**src/rtl/tx_byte_fcs_gen_if.sv**
```systemverilog
// Handshake bundle between the TX packet buffer / TX encoder side and the
// byte serialiser with FCS insertion.
interface tx_byte_fcs_gen_if #(
  parameter int WORD_WIDTH = 64
);
  logic                  pkt_start;
  logic [15:0]           pkt_len;
  logic [WORD_WIDTH-1:0] word_in;
  logic                  word_in_valid;
  logic                  word_rd_en;
  logic                  byte_req;
  logic [7:0]            byte_out;
  logic                  byte_out_strobe;
  logic [15:0]           byte_count;
  logic                  fcs_out_strobe;
  logic                  busy;
  logic                  len_err;
  logic                  req_err;

  // Environment side: drives packet control, buffer head and byte requests.
  modport master (
    output pkt_start, pkt_len, word_in, word_in_valid, byte_req,
    input  word_rd_en, byte_out, byte_out_strobe, byte_count,
           fcs_out_strobe, busy, len_err, req_err
  );

  // Serialiser side.
  modport slave (
    input  pkt_start, pkt_len, word_in, word_in_valid, byte_req,
    output word_rd_en, byte_out, byte_out_strobe, byte_count,
           fcs_out_strobe, busy, len_err, req_err
  );
endinterface

```
**src/rtl/tx_byte_fcs_gen.sv**
```systemverilog
// TX byte serialiser: pops payload words from a FWFT buffer, hands out one
// byte per downstream request, and appends the IEEE 802.3 CRC-32 as a
// 4-byte FCS (LSB byte first) so a loopback receiver sees a good frame.
module tx_byte_fcs_gen #(
  parameter int WORD_WIDTH = 64,
  parameter int MAX_LEN    = 4095
) (
  input  logic            clock,
  input  logic            reset,
  tx_byte_fcs_gen_if.slave bus
);
  localparam int                LANES     = WORD_WIDTH / 8;
  localparam int                LANE_W    = (LANES > 1) ? $clog2(LANES) : 1;
  localparam logic [LANE_W-1:0] LANE_LAST = LANE_W'(LANES - 1);
  localparam logic [15:0]       MIN_LEN_W = 16'd5;
  localparam logic [15:0]       MAX_LEN_W = 16'(MAX_LEN);
  localparam logic [31:0]       CRC_POLY  = 32'hEDB88320;
  localparam logic [31:0]       CRC_INIT  = 32'hFFFFFFFF;

  typedef enum logic [1:0] {
    IDLE = 2'd0,
    DATA = 2'd1,
    FCS  = 2'd2,
    DONE = 2'd3
  } state_t;

  // Reflected CRC-32 update with one byte, LSB first.
  function automatic logic [31:0] crc32_byte(input logic [31:0] crc,
                                             input logic [7:0]  data);
    logic [31:0] c;
    c = crc ^ {24'd0, data};
    for (int i = 0; i < 8; i++) begin
      c = c[0] ? ((c >> 1) ^ CRC_POLY) : (c >> 1);
    end
    return c;
  endfunction

  state_t            state_r;
  logic [15:0]       len_r;
  logic [LANE_W-1:0] lane_r;
  logic [1:0]        fcs_idx_r;
  logic [31:0]       crc_r;
  logic              pending_r;

  logic              req_any_s;
  logic              len_ok_s;
  logic              last_payload_s;
  logic [31:0]       fcs_s;
  logic [7:0]        data_byte_s;
  logic [7:0]        fcs_byte_s;

  // A request is served in the cycle it arrives if possible, so the
  // pending flag only carries requests that had to wait for the buffer.
  always_comb begin
    req_any_s      = bus.byte_req | pending_r;
    len_ok_s       = (bus.pkt_len >= MIN_LEN_W) && (bus.pkt_len <= MAX_LEN_W);
    last_payload_s = (bus.byte_count == (len_r - 16'd5));
    fcs_s          = ~crc_r;
    data_byte_s    = bus.word_in[{lane_r, 3'b000} +: 8];
    fcs_byte_s     = fcs_s[{fcs_idx_r, 3'b000} +: 8];
  end

  // Packet FSM with all outputs registered; strobes default low each cycle.
  always_ff @(posedge clock or posedge reset) begin
    if (reset) begin
      state_r             <= IDLE;
      len_r               <= 16'd0;
      lane_r              <= '0;
      fcs_idx_r           <= 2'd0;
      crc_r               <= CRC_INIT;
      pending_r           <= 1'b0;
      bus.word_rd_en      <= 1'b0;
      bus.byte_out        <= 8'd0;
      bus.byte_out_strobe <= 1'b0;
      bus.byte_count      <= 16'd0;
      bus.fcs_out_strobe  <= 1'b0;
      bus.busy            <= 1'b0;
      bus.len_err         <= 1'b0;
      bus.req_err         <= 1'b0;
    end else begin
      bus.word_rd_en      <= 1'b0;
      bus.byte_out_strobe <= 1'b0;
      bus.fcs_out_strobe  <= 1'b0;
      bus.len_err         <= 1'b0;
      case (state_r)
        IDLE: begin
          pending_r <= 1'b0;
          if (bus.pkt_start) begin
            bus.req_err <= 1'b0;
            if (len_ok_s) begin
              len_r          <= bus.pkt_len;
              bus.byte_count <= 16'd0;
              lane_r         <= '0;
              fcs_idx_r      <= 2'd0;
              crc_r          <= CRC_INIT;
              bus.busy       <= 1'b1;
              state_r        <= DATA;
            end else begin
              bus.len_err <= 1'b1;
            end
          end else begin
            state_r <= IDLE;
          end
        end

        DATA: begin
          if (bus.byte_req && pending_r) begin
            bus.req_err <= 1'b1;
          end else begin
            bus.req_err <= bus.req_err;
          end
          if (req_any_s && bus.word_in_valid) begin
            pending_r           <= 1'b0;
            bus.byte_out        <= data_byte_s;
            bus.byte_out_strobe <= 1'b1;
            bus.byte_count      <= bus.byte_count + 16'd1;
            crc_r               <= crc32_byte(crc_r, data_byte_s);
            if (last_payload_s) begin
              // Trailing lanes of the final word are dropped with this pop.
              bus.word_rd_en <= 1'b1;
              lane_r         <= '0;
              state_r        <= FCS;
            end else if (lane_r == LANE_LAST) begin
              bus.word_rd_en <= 1'b1;
              lane_r         <= '0;
            end else begin
              lane_r <= lane_r + 1'b1;
            end
          end else begin
            pending_r <= req_any_s;
          end
        end

        FCS: begin
          if (bus.byte_req && pending_r) begin
            bus.req_err <= 1'b1;
          end else begin
            bus.req_err <= bus.req_err;
          end
          if (req_any_s) begin
            pending_r           <= 1'b0;
            bus.byte_out        <= fcs_byte_s;
            bus.byte_out_strobe <= 1'b1;
            bus.byte_count      <= bus.byte_count + 16'd1;
            if (fcs_idx_r == 2'd3) begin
              bus.fcs_out_strobe <= 1'b1;
              bus.busy           <= 1'b0;
              state_r            <= DONE;
            end else begin
              fcs_idx_r <= fcs_idx_r + 2'd1;
            end
          end else begin
            pending_r <= 1'b0;
          end
        end

        DONE: begin
          pending_r <= 1'b0;
          bus.busy  <= 1'b0;
          state_r   <= IDLE;
        end

        default: begin
          pending_r <= 1'b0;
          bus.busy  <= 1'b0;
          state_r   <= IDLE;
        end
      endcase
    end
  end
endmodule

```
**src/flat_wrapper.sv**
```systemverilog
// flat-port wrapper written by rule: the top's interface ports become plain ports
module tx_byte_fcs_gen_flat 
#(
  parameter int WORD_WIDTH = 64,
  parameter int MAX_LEN    = 4095
)
  (clock, reset, bus_pkt_start, bus_pkt_len, bus_word_in, bus_word_in_valid, bus_byte_req, bus_word_rd_en, bus_byte_out, bus_byte_out_strobe, bus_byte_count, bus_fcs_out_strobe, bus_busy, bus_len_err, bus_req_err);
  tx_byte_fcs_gen_if #(.WORD_WIDTH(WORD_WIDTH)) bus_i ();
  input  logic clock;
  input  logic reset;
  input wire logic [$bits(bus_i.pkt_start)-1:0] bus_pkt_start;
  input wire logic [$bits(bus_i.pkt_len)-1:0] bus_pkt_len;
  input wire logic [$bits(bus_i.word_in)-1:0] bus_word_in;
  input wire logic [$bits(bus_i.word_in_valid)-1:0] bus_word_in_valid;
  input wire logic [$bits(bus_i.byte_req)-1:0] bus_byte_req;
  output wire logic [$bits(bus_i.word_rd_en)-1:0] bus_word_rd_en;
  output wire logic [$bits(bus_i.byte_out)-1:0] bus_byte_out;
  output wire logic [$bits(bus_i.byte_out_strobe)-1:0] bus_byte_out_strobe;
  output wire logic [$bits(bus_i.byte_count)-1:0] bus_byte_count;
  output wire logic [$bits(bus_i.fcs_out_strobe)-1:0] bus_fcs_out_strobe;
  output wire logic [$bits(bus_i.busy)-1:0] bus_busy;
  output wire logic [$bits(bus_i.len_err)-1:0] bus_len_err;
  output wire logic [$bits(bus_i.req_err)-1:0] bus_req_err;
  assign bus_i.pkt_start = bus_pkt_start;
  assign bus_i.pkt_len = bus_pkt_len;
  assign bus_i.word_in = bus_word_in;
  assign bus_i.word_in_valid = bus_word_in_valid;
  assign bus_i.byte_req = bus_byte_req;
  assign bus_word_rd_en = bus_i.word_rd_en;
  assign bus_byte_out = bus_i.byte_out;
  assign bus_byte_out_strobe = bus_i.byte_out_strobe;
  assign bus_byte_count = bus_i.byte_count;
  assign bus_fcs_out_strobe = bus_i.fcs_out_strobe;
  assign bus_busy = bus_i.busy;
  assign bus_len_err = bus_i.len_err;
  assign bus_req_err = bus_i.req_err;
  tx_byte_fcs_gen #(.WORD_WIDTH(WORD_WIDTH), .MAX_LEN(MAX_LEN)) u_core (.clock(clock), .reset(reset), .bus(bus_i));
endmodule
```
**config.mk**
```make
export PLATFORM = sky130hd
export DESIGN_NAME = tx_byte_fcs_gen_flat
export DESIGN_NICKNAME = d
export VERILOG_FILES = /design/src/rtl/tx_byte_fcs_gen_if.sv /design/src/rtl/tx_byte_fcs_gen.sv /design/src/flat_wrapper.sv
export SDC_FILE = /design/constraint.sdc
export NUM_CORES = 1
export LEC_CHECK = 0
export CORE_ASPECT_RATIO = 1.2
export CORE_MARGIN = 3
export CORE_UTILIZATION = 55
export DETAILED_ROUTE_END_ITERATION = 10
export PLACE_DENSITY = 0.84
export SYNTH_ARGS = -nofsm -noshare
export SYNTH_HDL_FRONTEND = slang
export SYNTH_SLANG_ARGS = --single-unit
```
**constraint.sdc**
```tcl
create_clock -name clock -period 5.15 [get_ports clock]
set_input_delay 0.7725 -clock clock [delete_from_list [all_inputs] [get_ports clock]]
set_output_delay 0.7725 -clock clock [all_outputs]
set_load 0.1 [all_outputs]
```
==> metrics.md, run 1 <==
| Metric | Value |
|---|---|
| Clock H-tree levels | 3 |
| FF+latch count, synth | 86 |
| Post-synth cell types | 61 |
| DR pass1 iterations | 5 |
| Clock power frac | 0.111 |
| First-pass GRT wire length | 26230 um |
| Most frequent cells in the layout | clkdlybuf4s50_1 (114), nor2_1 (54), dfrtp_1 (54) |
| Least-Margin Pin Slew | 1018 ps |
| CTS Root Cell | clkbuf_16 |
| Post-synth net total | 643 |
| Vias in the first global route | 5086 |
| Initial antenna violation count | 0 |
| CP Max Fanout | 18 |
| CTS tree | yes |
| CTS clk-pin slew, worst paths | 60 ps |
| Status | complete, no violations |
| # Post-CTS Setup Buffers | 0 |
| Sw Ratio | 0.4780 |
| I/O pins | 115 |
| Fmax | 0.2870 GHz |
| Fin. max-slew vios | 0 |
| CTS max path bufs | 2 |
| Total of max-cap violations | 0 |
| # DRC | 0 |
| Cell Pwr Density | 799.1 nW/um^2 |
| Num CTS Buffers | 9 |
| Syn Inst Count | 548 |
| # resized after CTS | 0 |
| Comb pwr share | 0.669 |
| Fin util | 0.7254 |
| Setup Skew | 9.154 ps |
| Final Hold Viols | 0 |
| Period minus WS final | 3485 ps |
| Area Growth Syn to Fin | 25.62% |
| Top_reg_cell synth | dfrtp_1 |
| Sink Count | 86 |
| Final nets | 745 |
| Fill cell count | 709 |
| Num rows | 40 |
| Relative max-transition margin | 0.3190 |
| Die H | 119.7 um |
| Req. time, crit path | 5420 ps |
| Worst path top cell family by delay | XOR/XNOR gates |
| Sequential share of the synthesized area | 0.3700 |
| Cts hold-fix bufs | 0 |
| Die Wd | 100.7 um |
| Pre-CTS WS | 1548 ps |
| Net Switching | 2.843 mW |
| Via density | 6.169 |
| Crit-path slowest cell | dfrtp_1 |
| ANT cells | 0 |
| Critical Path End Type | register |
| Post-DP HPWL | 12220 um |
| Yosys Warn Count | 0 |
| Largest net degree at the start of global routing | 52 |
| Input/output buffers | 114 |
| Largest stage delay, worst path | 970 ps |
| 1st-iter DRT viols | 244 |
| LEAKAGE | 2.947 nW |
| Total global routing overflow | 0 |
| Internal power | 3.104 mW |
| Gr usage total | 0.2767 |
| Vias | 4818 |
| Min setup slack post-route | 1665 ps |
| Core Area | 10260 sq um |
| RSZ-0062 raised after global routing | no |
| Skew-Pair Late Insertion Delay | 350 ps |
| CP startpoint kind | register |
| Sequential group share of total power | 0.220 |
| Worst Path Buf+Inv | 0 |
| Setup TNS | 0 ps |
| Setup violators final | 0 |
| Mean Syn Cell Area | 10.81 sq um |
| Post-synth EDFFs | 0 |
| GPL Wtd Cong | 0.9099 |
| Ys async rst share | 1.000 |
| Mapped Area | 5924 sq um |
| CP Cell Sequence | mux4_1 -> mux2i_1 -> xnor2_2 -> xnor2_4 -> xnor3_1 -> xnor2_1 -> a31oi_1 |
| Routed len/inst | 20.83 um |
| Tcrit/Tclk final | 0.6767 |
| Worst endpoint data arrival time | 3760 ps |
| Initial Utilization | 0.5774 |
| Max VDD drop | 671.9 uV |
| Crit Path Class | reg2reg |
| Drt total wl | 16270 um |
| Post-DRT Antenna Nets | 0 |
| Commonest non-fill, non-tap cell in the layout | clkdlybuf4s50_1 |
| Fraction of layout cells with a size suffix above 1 | 0.1847 |
| DIE AREA | 12060 sq um |
| Worst Hold Class | reg2reg |
stage by stage:
| stage | total power [mW] | instance area [sq um] | hold WS (ps) | instances |
|---|---|---|---|---|
| 6_report | 5.947 | 7442 | 478.9 | 781 |
| 5_1_grt | 6.288 | 7442 | 524.9 | 781 |
| 4_1_cts | 5.929 | 7442 | 487.6 | 781 |
| 3_5_place_dp | 5.226 | 7144 | 474.3 | 765 |
| 3_3_place_gp | 5.113 | 7144 | 469.0 | 765 |
| 2_1_floorplan | 4.426 | 5924 | 473.9 | 548 |
logic make-up after synthesis:
logic type,after synthesis,synth area share
adders and majority gates,10,0.02112
muxes,56,0.1578
AOI/OAI and AO/OA,104,0.1168
xor gates and xnor gates,100,0.1778
buffers and inverters,41,0.03020
DFF,86,0.3700
and+or+nand+nor,151,0.1263
routing by layer:
metal  global-route usage  vias up  routed length, um
li1                     -     2203                  -
met3              0.04186       50                913
met4               0.1120        0                537
met5                    0        -                  0
met1               0.3384     2381               6017
met2               0.4823      184               8801
sequential cells by signal (all words and copies together) (netlist names):
signal,flops
u_core.crc_r,32
u_core.bus.req_err,1
u_core.lane_r,3
u_core.state_r,2
u_core.bus.len_err,1
u_core.pending_r,1
u_core.bus.byte_out_strobe,1
u_core.bus.byte_out,8
u_core.fcs_idx_r,2
u_core.bus.byte_count,16
u_core.bus.busy,1
u_core.bus.fcs_out_strobe,1
u_core.len_r,16
u_core.bus.word_rd_en,1
path summary, 6_finish.rpt:
path                                               startpoint  cells past startpoint                                     to  slack (ps)
setup reg to reg                 u_core.lane_r[1]$_DFFE_PP0P_                      7           u_core.crc_r[26]$_DFFE_PP1P_        1670
max in group asynchronous                               reset                      3           u_core.crc_r[13]$_DFFE_PP1P_        3240
hold reg to reg            u_core.bus.byte_out[6]$_DFFE_PP0P_                      2     u_core.bus.byte_out[6]$_DFFE_PP0P_         480
min in group asynchronous                               reset                      2  u_core.bus.byte_count[12]$_DFFE_PP0P_         910
setup / recovery                 u_core.lane_r[1]$_DFFE_PP0P_                      7           u_core.crc_r[26]$_DFFE_PP1P_        1670
hold / removal             u_core.bus.byte_out[6]$_DFFE_PP0P_                      2     u_core.bus.byte_out[6]$_DFFE_PP0P_         480
Yosys cell counts (10+ instances only):
cell	n	area, sq um
mux4_2	21	473.0
nor2_1	54	202.7
a21oi_1	28	140.1
xnor2_1	49	429.2
inv_1	13	48.80
clkbuf_1	21	78.83
nand2_1	24	90.09
dfstp_2	32	840.8
nand3_1	13	65.06
xor2_1	35	306.5
mux2_2	21	236.5
ha_1	10	125.1
dfrtp_1	54	1351
o21ai_0	19	95.09
power by group through the flow:
stage	Combinational, mW	Clock, mW	Sequential [mW]
2_1_floorplan	2.88	0	1.54
3_3_place_gp	3.82	0	1.29
3_5_place_dp	3.91	0	1.31
4_1_cts	3.96	0.665	1.30
5_1_grt	4.25	0.694	1.35
6_report	3.98	0.659	1.31
worst min-delay path, cell delays in order (launching register included):
cell and delay [ps]:
dfrtp_1 340, nand2_1 50, o21ai_0 60
final cells by class:
type	instances	area, sq um	area share
inverters	13	50.05	0.006725
multi-input cells	421	3566	0.4792
clock buffers	9	225.2	0.03026
repair buffers	119	1179	0.1584
clock inverters	7	72.57	0.009751
well taps	126	157.7	0.02118
flip-flops and latches	86	2192	0.2946
Note: power is estimated with default switching activity, not from simulation.
==> inputs of run 2 (changes only) <==
CORE_UTILIZATION = 48   (was 55)
PLACE_DENSITY = 0.78   (was 0.84)
clock period = 3.05 ns   (was 5.15 ns; I/O delays follow)
==> metrics.md, run 2 (same netlist as run 1, synthesis figures left out) <==
| Metric | Value |
|---|---|
| Status | complete, no violations |
| First-pass GRT wire length | 25680 um (-2.1%) |
| Period minus WS final | 2853 ps (-632.0 ps) |
| Commonest non-fill, non-tap cell in the layout | clkdlybuf4s50_1 |
| GPL Wtd Cong | 0.9544 (+4.9%) |
| Tcrit/Tclk final | 0.9353 (+0.2587) |
| DR pass1 iterations | 4 (-1) |
| CP Cell Sequence | buf_12 -> mux4_2 -> mux2i_2 -> xnor2_2 -> xnor2_2 -> xnor3_1 -> xnor2_1 -> a31oi_1 |
| Sink Count | 86 (unchanged) |
| Pre-CTS WS | 32.96 ps (-1515 ps) |
| Area Growth Syn to Fin | 28.93% |
| CP startpoint kind | register |
| CTS max path bufs | 2 (unchanged) |
| Critical Path End Type | register |
| Largest stage delay, worst path | 530 ps (-440 ps) |
| Least-Margin Pin Slew | 732.0 ps (-286.3 ps) |
| ANT cells | 0 (unchanged) |
| Routed len/inst | 19.35 um (-7.1%) |
| Post-DRT Antenna Nets | 0 (unchanged) |
| Max VDD drop | 1109 uV (+65%) |
| Top flop regs | u_core.crc_r x32, u_core.bus.byte_count x16, u_core.len_r x16 |
| Clock H-tree levels | 3 (unchanged) |
| Worst endpoint data arrival time | 3120 ps (-640 ps) |
| Die H | 127.7 um (+6.7%) |
| CTS clk-pin slew, worst paths | 60 ps (about the same) |
| Vias in the first global route | 4971 (-2.3%) |
| I/O pins | 115 (unchanged) |
| CP Max Fanout | 9 (-9) |
| Most frequent cells in the layout | clkdlybuf4s50_1 (84), buf_4 (61), nor2_1 (54) |
| Total of max-cap violations | 0 (unchanged) |
| Largest net degree at the start of global routing | 87 (+67%) |
| Initial Utilization | 0.5028 (-0.07462) |
| # DRC | 0 (unchanged) |
| Max reg flops | 32 (unchanged) |
| Relative max-transition margin | 0.5120 (+0.1930) |
| Via density | 5.673 (-8.0%) |
| DIE AREA | 13720 sq um (+14%) |
| Post-DP HPWL | 12680 um (+3.8%) |
| Num rows | 43 (+7.5%) |
| Die Wd | 107.4 um (+6.6%) |
| Initial antenna violation count | 0 (unchanged) |
| Fmax | 0.3505 GHz (+22%) |
| Cell mode on critical path | xnor2_2 |
| CTS tree | yes |
| Gr usage total | 0.2405 (-0.03619) |
| Sw Ratio | 0.4688 (-0.009207) |
| Crit Path Class | reg2reg |
| Req. time, crit path | 3320 ps (-2100 ps) |
| Clock power frac | 0.101 (-0.010) |
| LEAKAGE | 3.129 nW (+6.2%) |
| Sequential group share of total power | 0.206 (-0.014) |
| RSZ-0062 raised after global routing | no |
| Fraction of layout cells with a size suffix above 1 | 0.2650 (+0.08027) |
| Setup violators final | 0 (unchanged) |
| Fin. max-slew vios | 0 (unchanged) |
| Setup Skew | 5.356 ps (-3.798 ps) |
| Total global routing overflow | 0 (unchanged) |
| Cell Pwr Density | 1355 nW/um^2 (+70%) |
| Net Switching | 4.851 mW (+71%) |
| Final Hold Viols | 0 (unchanged) |
| Input/output buffers | 114 (unchanged) |
| Core Area | 11780 sq um (+15%) |
| 1st-iter DRT viols | 244 (unchanged) |
| # Post-CTS Setup Buffers | 0 (unchanged) |
| Skew-Pair Late Insertion Delay | 340 ps (about the same) |
| Setup TNS | 0 ps (unchanged) |
| Drt total wl | 16250 um (-0.12%) |
| Comb pwr share | 0.693 (+0.024) |
| Crit-path slowest cell | dfrtp_2 |
| CTS Root Cell | clkbuf_16 |
| Internal power | 5.497 mW (+77%) |
| Min setup slack post-route | 197.2 ps (-1468 ps) |
| Worst Hold Class | reg2reg |
| Vias | 4765 (-1.1%) |
| Fill cell count | 911 (+28%) |
| Num CTS Buffers | 9 (unchanged) |
| Final nets | 773 (+3.8%) |
| Top reg by flops | u_core.crc_r |
[run 2: cell types whose count changed in the layout (fill, tap and decap cells not counted), moves of 2 or more]
cell             delta
buf_12              +2
clkinvlp_4          +2
clkinv_2            -2
clkdlybuf4s50_1    -30
buf_4              +56
[run 2: final cells by class]
type                            count  area (sq um)  share of cell area
Multi-Input combinational cell    421          3573              0.4678
Sequential cell                    86          2193              0.2871
Tap cell                          157         196.4             0.02572
Clock buffer                       10         239.0             0.03129
Inverter                           13         50.05            0.006552
Timing Repair Buffer              147          1339              0.1753
Clock inverter                      6         47.55            0.006224
[run 2: stage by stage]
step / std cells / utilization / area [sq um] / hold slack, ps / total power [mW]
after global routing: 840 / 0.6483 / 7639 / 508.2 / 10.97
after CTS: 840 / 0.6476 / 7630 / 491.9 / 10.35
after floorplan: 548 / - / 5924 / 473.9 / 7.473
after detailed placement: 824 / 0.6232 / 7343 / 476.9 / 9.225
final: 840 / 0.6483 / 7639 / 482.9 / 10.35
after global placement: 824 / 0.6232 / 7343 / 470.5 / 9.100
[run 2: critical path: cells and delay by family, from the launching register on]
family,cells,cell delay [ps]
compound gates,1,170
xor+xnor,4,1120
buf+inv,1,170
flops,1,530
mux,2,770
[run 2: power groups by stage]
stage / Clock [mW] / Sequential [mW] / Combinational, mW
after floorplan: 0 / 2.60 / 4.87
after global placement: 0 / 2.11 / 6.99
after detailed placement: 0 / 2.14 / 7.08
after CTS: 1.07 / 2.12 / 7.16
after global routing: 1.11 / 2.19 / 7.67
final: 1.04 / 2.13 / 7.17
[run 2: final timing paths]
path | startpoint | depth (start not counted) | end | slack (ps)
setup / recovery | u_core.lane_r[1]$_DFFE_PP0P_ | 8 | u_core.crc_r[26]$_DFFE_PP1P_ | 200
hold / removal | u_core.bus.byte_out[4]$_DFFE_PP0P_ | 2 | u_core.bus.byte_out[4]$_DFFE_PP0P_ | 480
setup reg to reg | u_core.lane_r[1]$_DFFE_PP0P_ | 8 | u_core.crc_r[26]$_DFFE_PP1P_ | 200
hold reg to reg | u_core.bus.byte_out[4]$_DFFE_PP0P_ | 2 | u_core.bus.byte_out[4]$_DFFE_PP0P_ | 480
max in group asynchronous | reset | 3 | u_core.crc_r[19]$_DFFE_PP1P_ | 2130
min in group asynchronous | reset | 3 | u_core.bus.byte_count[10]$_DFFE_PP0P_ | 500
[run 2: layer usage]
layer	track usage	part of all wire	vias up	wire (um)
li1	-	-	2245	-
met1	0.2798	0.39	2378	6343
met2	0.4431	0.55	102	8857
met3	0.02569	0.030	40	486
met4	0.1077	0.035	0	564
met5	0	0	-	0
[run 2: what timing repair did]
action,in CTS,in global routing
resized for setup,0,2
setup endpoints to repair,0,9
hold buffers,0,0
hold endpoints to repair,0,0
